--- src/rtl/combo_lock_pkg.sv ---
// Shared types and constants for the parameterised combination lock:
// state encodings, seven-segment digit images and a BCD range helper.
package combo_lock_pkg;

    typedef enum logic [2:0] {
        ENTRY_OK  = 3'd0,
        ENTRY_BAD = 3'd1,
        OPEN      = 3'd2,
        ERROR     = 3'd3,
        PROG      = 3'd4,
        LOCKOUT   = 3'd5
    } lock_state_e;

    // Active-low segment images, bit order {g,f,e,d,c,b,a}.
    localparam logic [6:0] SEG_0     = 7'b100_0000;
    localparam logic [6:0] SEG_1     = 7'b111_1001;
    localparam logic [6:0] SEG_2     = 7'b010_0100;
    localparam logic [6:0] SEG_3     = 7'b011_0000;
    localparam logic [6:0] SEG_4     = 7'b001_1001;
    localparam logic [6:0] SEG_5     = 7'b001_0010;
    localparam logic [6:0] SEG_6     = 7'b000_0010;
    localparam logic [6:0] SEG_7     = 7'b111_1000;
    localparam logic [6:0] SEG_8     = 7'b000_0000;
    localparam logic [6:0] SEG_9     = 7'b001_0000;
    localparam logic [6:0] SEG_BLANK = 7'b111_1111;

    localparam logic [3:0] HINT_NONE = 4'hF;

    function automatic logic is_bcd(input logic [3:0] d);
        return d <= 4'd9;
    endfunction

endpackage

--- src/rtl/combo_lock_seg7.sv ---
// Active-low seven-segment decoder: digits 0-9 are drawn, anything above 9
// leaves the display blank.
module combo_lock_seg7
    import combo_lock_pkg::*;
(
    input  logic [3:0] digit,
    output logic [6:0] seg
);

    always_comb begin
        case (digit)
            4'd0:    seg = SEG_0;
            4'd1:    seg = SEG_1;
            4'd2:    seg = SEG_2;
            4'd3:    seg = SEG_3;
            4'd4:    seg = SEG_4;
            4'd5:    seg = SEG_5;
            4'd6:    seg = SEG_6;
            4'd7:    seg = SEG_7;
            4'd8:    seg = SEG_8;
            4'd9:    seg = SEG_9;
            default: seg = SEG_BLANK;
        endcase
    end

endmodule

--- src/rtl/combo_lock_param.sv ---
// Parameterised digit-entry combination lock with programmable code.
// Define COMBO_LOCK_LOCKOUT_EN to build in the failed-attempt lockout.
module combo_lock_param
    import combo_lock_pkg::*;
#(
    parameter int                    CODE_LEN       = 6,
    parameter logic [4*CODE_LEN-1:0] DEFAULT_CODE   = 24'h305464,
    parameter int                    MAX_FAIL       = 3,
    parameter int                    LOCKOUT_CYCLES = 16
) (
    input  logic       clk,
    input  logic       reset_n,
    input  logic [3:0] digit_in,
    input  logic       digit_valid,
    input  logic       close_req,
    input  logic       prog_req,
    output logic [2:0] state,
    output logic       is_open,
    output logic       is_error,
    output logic       is_locked,
    output logic [3:0] hint_digit,
    output logic [6:0] hex0
);

    localparam int                IDX_W    = $clog2(CODE_LEN);
    localparam logic [IDX_W-1:0]  LAST_IDX = IDX_W'(CODE_LEN - 1);

    if (CODE_LEN < 2 || CODE_LEN > 8 || MAX_FAIL < 1 || LOCKOUT_CYCLES < 1) begin : g_param_check
        $error("combo_lock_param: illegal parameter set");
    end

    lock_state_e      state_q, state_d;
    logic [IDX_W-1:0] idx_q, idx_d;
    logic [3:0]       code_q [CODE_LEN];
    logic             code_we;
    logic [3:0]       cur_digit;
    logic             is_last;

`ifdef COMBO_LOCK_LOCKOUT_EN
    localparam int               FAIL_W   = $clog2(MAX_FAIL + 1);
    localparam logic [FAIL_W-1:0] FAIL_MAX = FAIL_W'(MAX_FAIL);
    localparam int               TMR_W    = (LOCKOUT_CYCLES > 1) ? $clog2(LOCKOUT_CYCLES) : 1;
    localparam logic [TMR_W-1:0] TMR_LOAD = TMR_W'(LOCKOUT_CYCLES - 1);

    logic [FAIL_W-1:0] fail_q, fail_d;
    logic [TMR_W-1:0]  timer_q, timer_d;
`endif

    assign cur_digit = code_q[idx_q];
    assign is_last   = (idx_q == LAST_IDX);

    // NOTE: every signal written here gets a default first, so no path can infer a latch.
    always_comb begin
        state_d = state_q;
        idx_d   = idx_q;
        code_we = 1'b0;
        case (state_q)
            ENTRY_OK: if (digit_valid) begin
                if (is_bcd(digit_in) && digit_in == cur_digit) begin
                    state_d = is_last ? OPEN : ENTRY_OK;
                    idx_d   = is_last ? '0 : idx_q + 1'b1;
                end else begin
                    state_d = is_last ? ERROR : ENTRY_BAD;
                    idx_d   = is_last ? '0 : idx_q + 1'b1;
                end
            end
            ENTRY_BAD: if (digit_valid) begin
                state_d = is_last ? ERROR : ENTRY_BAD;
                idx_d   = is_last ? '0 : idx_q + 1'b1;
            end
            OPEN: begin
                if (close_req) begin
                    state_d = ENTRY_OK;
                end else if (prog_req) begin
                    state_d = PROG;
                    idx_d   = '0;
                end
            end
            PROG: if (digit_valid && is_bcd(digit_in)) begin
                code_we = 1'b1;
                state_d = is_last ? ENTRY_OK : PROG;
                idx_d   = is_last ? '0 : idx_q + 1'b1;
            end
            ERROR: if (close_req) begin
`ifdef COMBO_LOCK_LOCKOUT_EN
                state_d = (fail_q == FAIL_MAX) ? LOCKOUT : ENTRY_OK;
`else
                state_d = ENTRY_OK;
`endif
                idx_d   = '0;
            end
            LOCKOUT: begin
`ifdef COMBO_LOCK_LOCKOUT_EN
                if (timer_q == '0) state_d = ENTRY_OK;
`else
                state_d = ENTRY_OK;
`endif
            end
            default: begin
                state_d = ENTRY_OK;
                idx_d   = '0;
            end
        endcase
    end

    // NOTE: state registers use non-blocking assignments so every flop samples pre-edge values.
    always_ff @(posedge clk or negedge reset_n) begin
        if (!reset_n) begin
            state_q <= ENTRY_OK;
            idx_q   <= '0;
            // NOTE: the code store is deliberately reset; a half-programmed code must not survive reset.
            for (int i = 0; i < CODE_LEN; i++) begin
                code_q[i] <= DEFAULT_CODE[4*(CODE_LEN-1-i) +: 4];
            end
        end else begin
            state_q <= state_d;
            idx_q   <= idx_d;
            if (code_we) code_q[idx_q] <= digit_in;
        end
    end

`ifdef COMBO_LOCK_LOCKOUT_EN
    // Failure count and lockout timer follow the state transitions chosen above.
    always_comb begin
        fail_d  = fail_q;
        timer_d = timer_q;
        if (state_d == ERROR && state_q != ERROR) begin
            if (fail_q != FAIL_MAX) fail_d = fail_q + 1'b1;
        end else if ((state_d == OPEN && state_q != OPEN) ||
                     (state_q == LOCKOUT && state_d == ENTRY_OK)) begin
            fail_d = '0;
        end
        if (state_q == ERROR && state_d == LOCKOUT) begin
            timer_d = TMR_LOAD;
        end else if (state_q == LOCKOUT && timer_q != '0) begin
            timer_d = timer_q - 1'b1;
        end
    end

    always_ff @(posedge clk or negedge reset_n) begin
        if (!reset_n) begin
            fail_q  <= '0;
            timer_q <= '0;
        end else begin
            fail_q  <= fail_d;
            timer_q <= timer_d;
        end
    end

    assign is_locked = (state_q == LOCKOUT);
`else
    assign is_locked = 1'b0;
`endif

    assign state      = state_q;
    assign is_open    = (state_q == OPEN);
    assign is_error   = (state_q == ERROR);
    assign hint_digit = (state_q == ENTRY_OK) ? cur_digit : HINT_NONE;

    combo_lock_seg7 u_seg7 (
        .digit (hint_digit),
        .seg   (hex0)
    );

endmodule

--- config.mk ---
export PLATFORM = sky130hd
export DESIGN_NAME = combo_lock_param
export DESIGN_NICKNAME = d
export VERILOG_FILES = /design/src/rtl/combo_lock_pkg.sv /design/src/rtl/combo_lock_seg7.sv /design/src/rtl/combo_lock_param.sv
export SDC_FILE = /design/constraint.sdc
export NUM_CORES = 1
export LEC_CHECK = 0
export CORE_UTILIZATION = 54
export CTS_BUF_LIST = sky130_fd_sc_hd__clkbuf_8 sky130_fd_sc_hd__clkbuf_16
export DETAILED_ROUTE_END_ITERATION = 7
export GPL_ROUTABILITY_DRIVEN = 0
export GPL_TIMING_DRIVEN = 0
export PLACE_DENSITY_LB_ADDON = 0.08
export SLEW_MARGIN = 25
export SYNTH_ARGS = -nofsm -noshare
export SYNTH_HDL_FRONTEND = slang
export SYNTH_SLANG_ARGS = --single-unit
--- constraint.sdc ---
create_clock -name clk -period 2.8 [get_ports clk]
set_input_delay 0.28 -clock clk [delete_from_list [all_inputs] [get_ports clk]]
set_output_delay 0.28 -clock clk [all_outputs]
set_load 0.05 [all_outputs]
==> summary.md, run 1 <==
| Metric | Value |
|---|---|
| Run status | `finished, violations left` |
| Violated checks | `setup timing` |
| Delay of the slowest cell on the worst path | `0.53 ns` |
| Critical setup path kind | `register to output port` |
| Total power divided by cell area | `slightly below 700 mW/mm^2` |
| Post-Syn Area | `0.001872 sq mm` |
| Destination of the worst register-to-register timing path | `code_q[8]` |
| Clock tree from TritonCTS | `done` |
| Post-synthesis cell type count | `45` |
| Remaining DRCs | `0` |
| Violation count after the first detailed-route iteration | `~110` |
| Drt wl/cell | `approximately 17 microns` |
| Number of nets in the layout | `between 200 and 250` |
| Maximum level of the CTS H-tree | `2` |
| Type of the worst min-delay path | `input pin to async pin` |
| Signed area change from the synthesized netlist to the final layout | `41.64%` |
| Largest net degree at the start of global routing | `31` |
| Ratio of routed vias to standard cells | `around 5.8` |
| Setup slack of the most critical reg-to-reg path | `around 0.35 ns` |
| Start point of the critical path | `idx_q[0]` |
| Worst IR drop on VDD | `0.0003414 V` |
| Family with the most delay on the worst path | `buffers and inverters` |
| Global-route wire length before repair | `6658 microns` |
| Yosys top cell area share | `29.41%` |
| Final instance area | `approximately 0.0027 sq mm` |
| Syn nets | `192` |
| Final HPWL from detailed placement | `~2800 microns` |
| Max-slew headroom | `55.85%` |
| Launch instance of the worst register-to-register path | `state[0]` |
| Number of search-and-repair iterations in the first detailed-routing pass | `4` |
| Standard-cell rows | `21` |
| Cells along the critical path | `buf_6 > clkbuf_16 > mux4_2 > a21oi_4 > and2_4 > buf_6 > ha_4 > o21a_4 > a21oi_4 > buf_6` |
| Largest fanout on the critical path | `7` |
| Met1 WL | `1869 microns` |
| Number of buffers and inverters on the critical path | `4` |
| Instance area at placement | `around 0.0022 sq mm` |
| CP endpoint kind | `output port` |
| Synth Area per Inst | `about 11 sq um` |
| Amount of wire on met2 after detailed routing | `2504 microns` |
| Static leakage | `~1.2 nW` |
| Sink Count | `30` |
| Remaining global-route overflow | `0` |
| Gate Count Post-Synth | `between 150 and 200` |
| Sequential area share after synthesis | `between 40 and 50%` |
| Post-route worst setup slack | `-0.1022 ns` |
| Total count of max-transition violations in the final report | `0` |
| Slew at the pin with the worst max-slew slack | `roughly 0.66 ns` |
| Clock buffers created by TritonCTS | `5` |
| Diode count | `0` |
| Count of input and output buffers | `21` |
| Timing-limited maximum frequency | `roughly 340 MHz` |
| Synth top area cells | `sky130_fd_sc_hd__dfrtp_1 29%, sky130_fd_sc_hd__mux2_2 17%, sky130_fd_sc_hd__dfstp_2 11%` |
| Routed vias | `between 1500 and 2000` |
| Final count of hold timing violations | `0` |
| Met3 routed WL | `177 microns` |
| Worst hold margin | `0.02068 ns` |
| GRT Total Usage | `roughly a quarter` |
| Number of setup violations in the final report | `6` |
| Depth of the critical timing path with buffers and inverters included | `10` |
| Destination of the critical timing path | `hex0[1]` |
| FF-to-FF path depth | `7` |
| Number of buffers between clock root and the deepest sink | `2` |
| Die area | `roughly 0.0037 sq mm` |
| Antenna violations before repair | `0` |
| Synthesis-stage register bit count | `30` |
| Critical path's slowest cell | `sky130_fd_sc_hd__mux4_2` |
| Clock transition at path regs | `about 0.070 ns` |
| Initial standard-cell utilization of the core | `56.09%` |
| Category of the worst setup path launch point | `register` |
| Max-cap violations | `0` |
| Number of filler instances in the final layout | `~190` |
| Worst clock skew | `around 0.010 ns` |
| Vertical extent of the die | `slightly above 60 microns` |
| DR top layer | `met4` |
| Share of flip-flops with an asynchronous set or reset after synthesis | `100.0%` |
| Share of the cycle needed by the critical path after routing | `103.7%` |
| Worst endpoint required time | `2.52 ns` |
| RSZ-0062 raised after global routing | `yes` |
| Share of final-layout standard cells stronger than drive strength 1 | `about half` |
| Clock insertion delay at the later pin of the skew report | `0.28 ns` |
| Number of global-route vias before repair | `about 1500` |
| YS warnings | `0` |
| Cell taking the most area after synthesis | `sky130_fd_sc_hd__dfrtp_1` |
| Total power of the final layout | `approximately 1.8 mW` |
| Most common flop cell mapped by yosys | `sky130_fd_sc_hd__dfrtp_1` |
| Detailed Route WL | `between 4000 and 5000 microns` |
| Boundary pin count | `26` |
| Critical Path AT | `around 2.6 ns` |
| Core Area | `between 0.003 and 0.004 sq mm` |
| Antenna-violating nets left | `0` |
| Setup TNS after final layout | `-0.2607 ns` |
| Count of flip-flops with a built-in enable after synthesis | `0` |
| Clock Root Buffer | `sky130_fd_sc_hd__clkbuf_8` |
| Time the final worst path needs with I/O delays and setup | `2.902 ns` |
| Die Wd | `60.88 microns` |
| Worst path most repeated cell | `sky130_fd_sc_hd__buf_6` |
report_power, final:
group	internal (mW)	leakage (nW)	switching, mW
clock network	0.248	0.0575	0.156
logic	0.388	0.734	0.535
registers	0.459	0.381	0.0210
total	1.10	1.17	0.711
what timing repair did:
| action | in CTS | in global routing |
|---|---|---|
| hold buffers | 0 | 0 |
| endpoints found under the setup margin | 11 | 10 |
| gates resized for setup | 71 | 25 |
| setup buffers | 15 | 4 |
| pin swaps | 9 | 11 |
area by class of cell:
cell class,instances,area (sq um),area share [%]
plain buffers,16,120.1,4.530
clock buffers,8,110.1,4.153
inverters,9,42.54,1.605
multi-input cells,122,1201,45.30
flip-flops and latches,30,760.7,28.69
well taps,46,57.56,2.171
repair buffers,40,359.1,13.54
state kept, by name, summed over array words and instances, names as in the netlist:
name,cells
code_q,24
idx_q,3
state,3
cells by family after synthesis:
| kind of cell | count (synthesis) | share of synthesized area, % |
|---|---|---|
| AOI/OAI and AO/OA | 32 | 11.43 |
| xor gates and xnor gates | 6 | 2.807 |
| adders and majority gates | 6 | 4.011 |
| buffers and inverters | 25 | 6.417 |
| DFF | 30 | 40.64 |
| muxes | 35 | 22.59 |
| other | 1 | 0.2003 |
| and+or+nand+nor | 42 | 11.90 |
cells in the mapped netlist, types with 2 or more instances:
library cell and instances:
sky130_fd_sc_hd__mux2_2 28, sky130_fd_sc_hd__dfrtp_1 22, sky130_fd_sc_hd__a21oi_1 9, sky130_fd_sc_hd__clkbuf_1 9
sky130_fd_sc_hd__dfstp_2 8, sky130_fd_sc_hd__inv_1 8, sky130_fd_sc_hd__nor2_1 8, sky130_fd_sc_hd__nand2_1 7
sky130_fd_sc_hd__ha_1 6, sky130_fd_sc_hd__nand3_1 6, sky130_fd_sc_hd__nor3_1 5, sky130_fd_sc_hd__xnor2_1 5
sky130_fd_sc_hd__o22ai_1 4, sky130_fd_sc_hd__a22oi_1 3, sky130_fd_sc_hd__and2_1 3, sky130_fd_sc_hd__and3_1 3
sky130_fd_sc_hd__buf_2 3, sky130_fd_sc_hd__nor3b_1 3, sky130_fd_sc_hd__o21ai_0 3, sky130_fd_sc_hd__a222oi_1 2
sky130_fd_sc_hd__buf_6 2, sky130_fd_sc_hd__mux2_1 2, sky130_fd_sc_hd__mux2_4 2, sky130_fd_sc_hd__mux4_2 2
sky130_fd_sc_hd__nor2b_1 2, sky130_fd_sc_hd__o21a_1 2, sky130_fd_sc_hd__o22a_1 2
through the flow:
step	instances	setup WS, ns	util (%)
floorplan	177	0.004736	-
finish	271	-0.1022	79.45
detailed placement	244	-0.5865	66.25
global route	271	-0.1628	79.45
CTS	267	-0.02776	75.97
global placement	244	-0.5435	66.40
cell usage in the layout, fill, tap and decap left out, drive strengths merged, types with 2 or more instances in the layout:
master,instances
clkbuf,19
mux2,32
o21a,2
nand3,6
nor2,8
mux4,2
nor3,5
and3,3
a222oi,2
o22a,2
nand2,7
nor3b,3
and2,3
dfstp,8
inv,8
buf,34
o21ai,4
o22ai,4
ha,6
xnor2,5
nor2b,2
dfrtp,22
clkdlybuf4s50,9
a21oi,10
a22oi,3
routing by layer:
layer  global-route usage (%)  up-vias
met4                    13.64        0
met5                        0        -
met2                    44.90       58
li1                         -      728
met1                    28.28      774
met3                    5.757       14
worst min-delay path by stage:
stage | from | end | slack (ns) | depth (start not counted)
floorplan | reset_n | code_q[0] | -0.02 | 0
global placement | code_q[18] | code_q[18] | 0.48 | 1
detailed placement | reset_n | state[2] | 0.35 | 1
CTS | reset_n | state[2] | 0.05 | 1
global route | reset_n | state[1] | 0.07 | 1
finish | reset_n | state[2] | 0.02 | 1
worst reg2reg max path: cells and delay by family, from the launching register on:
family	cells	cell delay [ns]
DFF	1	0.39
muxes	1	0.37
and+or+nand+nor	3	0.92
buffers and inverters	3	0.65
No activity file was read; power rests on OpenSTA's default activity.
==> run 2, diff against run 1 <==
==> constraint.sdc (replaced) <==
create_clock -name clk -period 2.8 [get_ports clk]
set_input_delay 0.28 -clock clk [delete_from_list [all_inputs] [get_ports clk]]
set_output_delay 0.28 -clock clk [all_outputs]
set_load 0.01 [all_outputs]
==> run 2 against run 1 <==
  * Via count shrank 3.5%
  * Largest power group unchanged
  * Die area is the same
  * Combinational power shrank 28%
  * The flow still finishes with violations (setup timing)
  * Maximum frequency is 2.9% higher
==> summary.md, run 2 (synthesis gave the netlist of run 1 again) <==
| Metric | Value |
|---|---|
| Number of setup violations in the final report | `1 (-5)` |
| Setup Slack @ Placement | `-0.6919 ns (-0.1054 ns)` |
| Worst endpoint required time | `2.52 ns (about the same)` |
| Final HPWL from detailed placement | `2746 microns (-3.3%)` |
| Routing usage on met3 | `4.478% (-1.3 points)` |
| Slew at the pin with the worst max-slew slack | `0.6662 ns (+0.003870 ns)` |
| Final instance area | `0.002425 sq mm (-8.5%)` |
| Core Area | `0.003337 sq mm (unchanged)` |
| Cells along the critical path | `buf_6 > clkbuf_16 > mux4_2 > a21oi_4 > and2_4 > inv_2 > ha_2 > o22ai_2 > a21oi_1 > buf_2` |
| Setup TNS after final layout | `-0.02019 ns (+0.2405 ns)` |
| Category of the worst setup path launch point | `register` |
| Most frequent standard cell in the layout excluding fill and tap cells | `sky130_fd_sc_hd__mux2_2` |
| Initial standard-cell utilization of the core | `56.09% (unchanged)` |
| Diode count | `0 (unchanged)` |
| Signed area change from the synthesized netlist to the final layout | `29.55%` |
| Timing-limited maximum frequency | `354.6 MHz (+2.9%)` |
| Antenna-violating nets left | `0 (unchanged)` |
| Met2 usage in global routing | `39.09% (-5.8 points)` |
| Total power divided by cell area | `624.6 mW/mm^2 (-8.3%)` |
| Type of the worst min-delay path | `input pin to async pin` |
| Number of search-and-repair iterations in the first detailed-routing pass | `4 (unchanged)` |
| Instance area at placement | `0.002135 sq mm (-3.5%)` |
| Number of standard cells in the layout, taps in and fillers out | `269 (-0.74%)` |
| Global-route wire length before repair | `6327 microns (-5.0%)` |
| Static leakage | `1.113 nW (-5.1%)` |
| Max-cap violations | `0 (unchanged)` |
| Drt wl/cell | `15.71 microns (-9.2%)` |
| Worst clock skew | `0.009129 ns (-0.0009035 ns)` |
| Violated checks | `setup timing` |
| Ratio of routed vias to standard cells | `5.647 (-2.8%)` |
| GRT Total Usage | `24.12% (-1.2 points)` |
| Largest fanout on the critical path | `7 (unchanged)` |
| Number of global-route vias before repair | `1340 (-9.5%)` |
| Largest register by flop count | `code_q` |
| Worst IR drop on VDD | `0.0004792 V (+40%)` |
| CP endpoint kind | `output port` |
| Boundary pin count | `26 (unchanged)` |
| Critical Path AT | `2.54 ns (-0.08 ns)` |
| Clock transition at path regs | `0.07 ns (about the same)` |
| Gate power share | `44.2% (-6.9 points)` |
| Vertical extent of the die | `60.88 microns (unchanged)` |
| Number of instances in the placed design | `244 (unchanged)` |
| Remaining global-route overflow | `0 (unchanged)` |
| Clock share of power | `24.1% (+1.8 points)` |
| Antenna violations before repair | `0 (unchanged)` |
| Final count of hold timing violations | `0 (unchanged)` |
| Standard-cell rows | `21 (unchanged)` |
| Die Wd | `60.88 microns (unchanged)` |
| Number of nets in the layout | `237 (-0.84%)` |
| Largest net degree at the start of global routing | `31 (unchanged)` |
| Critical setup path kind | `register to output port` |
| Sink Count | `30 (unchanged)` |
| RSZ-0062 raised after global routing | `yes` |
| Post-route worst setup slack | `-0.02019 ns (+0.08201 ns)` |
| Clock Root Buffer | `sky130_fd_sc_hd__clkbuf_8` |
| GR Layer Usage met1 | `31.61% (+3.3 points)` |
| Max-slew headroom | `55.59% (-0.26 points)` |
| Time the final worst path needs with I/O delays and setup | `2.820 ns (-0.08201 ns)` |
| Violation count after the first detailed-route iteration | `98 (-13%)` |
| Share of the cycle needed by the critical path after routing | `100.7% (-2.9 points)` |
| Largest register FFs | `24 (unchanged)` |
| Run status | `finished, violations left` |
| Die area | `0.003706 sq mm (unchanged)` |
| Number of filler instances in the final layout | `257 (+37%)` |
| Worst hold margin | `0.01918 ns (-0.001502 ns)` |
| Number of buffers inserted by hold repair at cts | `0 (unchanged)` |
| Clock insertion delay at the later pin of the skew report | `0.29 ns (about the same)` |
| Count of input and output buffers | `21 (unchanged)` |
| Share of final-layout standard cells stronger than drive strength 1 | `43.05% (-8.1 points)` |
| Psw | `0.5171 mW (-27%)` |
| Remaining DRCs | `0 (unchanged)` |
| Busiest layer in global routing | `met2` |
| Total count of max-transition violations in the final report | `0 (unchanged)` |
| Number of buffers between clock root and the deepest sink | `2 (unchanged)` |
| Clock tree from TritonCTS | `done` |
| Maximum level of the CTS H-tree | `2 (unchanged)` |
| Clock buffers created by TritonCTS | `5 (unchanged)` |
| Relative contribution of sequential cells to total power | `31.8% (+5.2 points)` |
| Delay of the slowest cell on the worst path | `0.54 ns (about the same)` |
| Sw frac | `34.14% (-5.2 points)` |
| Routed vias | `1519 (-3.5%)` |
| Commonest cells after routing, fill and taps aside | `28 x sky130_fd_sc_hd__mux2_2, 22 x sky130_fd_sc_hd__dfrtp_1, 18 x sky130_fd_sc_hd__buf_4, 12 x sky130_fd_sc_hd__clkdlybuf4s50_1` |
| Detailed Route WL | `4227 microns (-9.9%)` |
| Critical path's slowest cell | `sky130_fd_sc_hd__mux4_2` |
| Internal portion of total power | `0.9975 mW (-8.9%)` |
## run 2: changes by cell type in the layout (fill, tap and decap cells not counted), sizes merged
cell           change
buf                -5
clkdlybuf4s50      +3
clkbuf             -1
clkinv             +1
dlygate4sd2        -1
inv                +1
## run 2: cell type report
class                           instances  area [sq um]  share of cell area [%]
Multi-Input combinational cell        122          1046                   43.14
Buffer                                 16         116.4                   4.799
Sequential cell                        30         760.7                   31.37
Tap cell                               46         57.56                   2.374
Clock inverter                          2         12.51                  0.5160
Inverter                                9         36.28                   1.496
Timing Repair Buffer                   38         312.8                   12.90
Clock buffer                            6         82.58                   3.406
## run 2: repair_timing
action | in CTS | in global routing
setup endpoints to repair | 11 | 8
buffers inserted | 9 | 8
resized for setup | 40 | 12
pin swaps | 6 | 8
## run 2: critical path: cells and delay by family, from the launching register on
kind,cells,cell delay [ns]
AO/OA/AOI/OAI,3,0.46
adder cells (fa/ha/maj),1,0.19
buffers and inverters,4,0.51
flip-flops,1,0.35
multiplexers,1,0.54
AND/OR/NAND/NOR,1,0.21
## run 2: per-stage QoR
stage / power [mW] / utilization [%]
6_report: 1.515 / 72.67
5_1_grt: 1.586 / 72.67
4_1_cts: 1.408 / 69.82
3_5_place_dp: 1.004 / 63.97
3_3_place_gp: 0.9930 / 64.12
2_1_floorplan: 0.8225 / -
## run 2: power by group through the flow
stage          Combinational (mW)  Sequential, mW  Clock, mW
6_report                    0.669           0.481      0.364
5_1_grt                     0.713           0.483      0.390
4_1_cts                     0.556           0.481      0.371
3_5_place_dp                0.517           0.487          0
3_3_place_gp                0.507           0.486          0
2_1_floorplan               0.337           0.485          0
## run 2: final timing paths
kind                            depth (start not counted)    endpoint   startpoint  slack [ns]
worst max register to register                          7   code_q[9]     state[0]        0.47
worst min-delay path                                    1    state[1]      reset_n        0.02
min in group clk                                        2  code_q[19]  digit_in[3]        0.39
worst max-delay path                                   10     hex0[0]     idx_q[0]       -0.02
max in group asynchronous                               1  code_q[16]      reset_n        2.34
worst min register to register                          1   code_q[9]    code_q[9]        0.50
## run 2: layer usage
layer  up-vias  part of all wire [%]
met5         -                     0
met1       740                    44
met4         0                   2.2
met2        53                    49
li1        716                     -
met3        10                   4.6
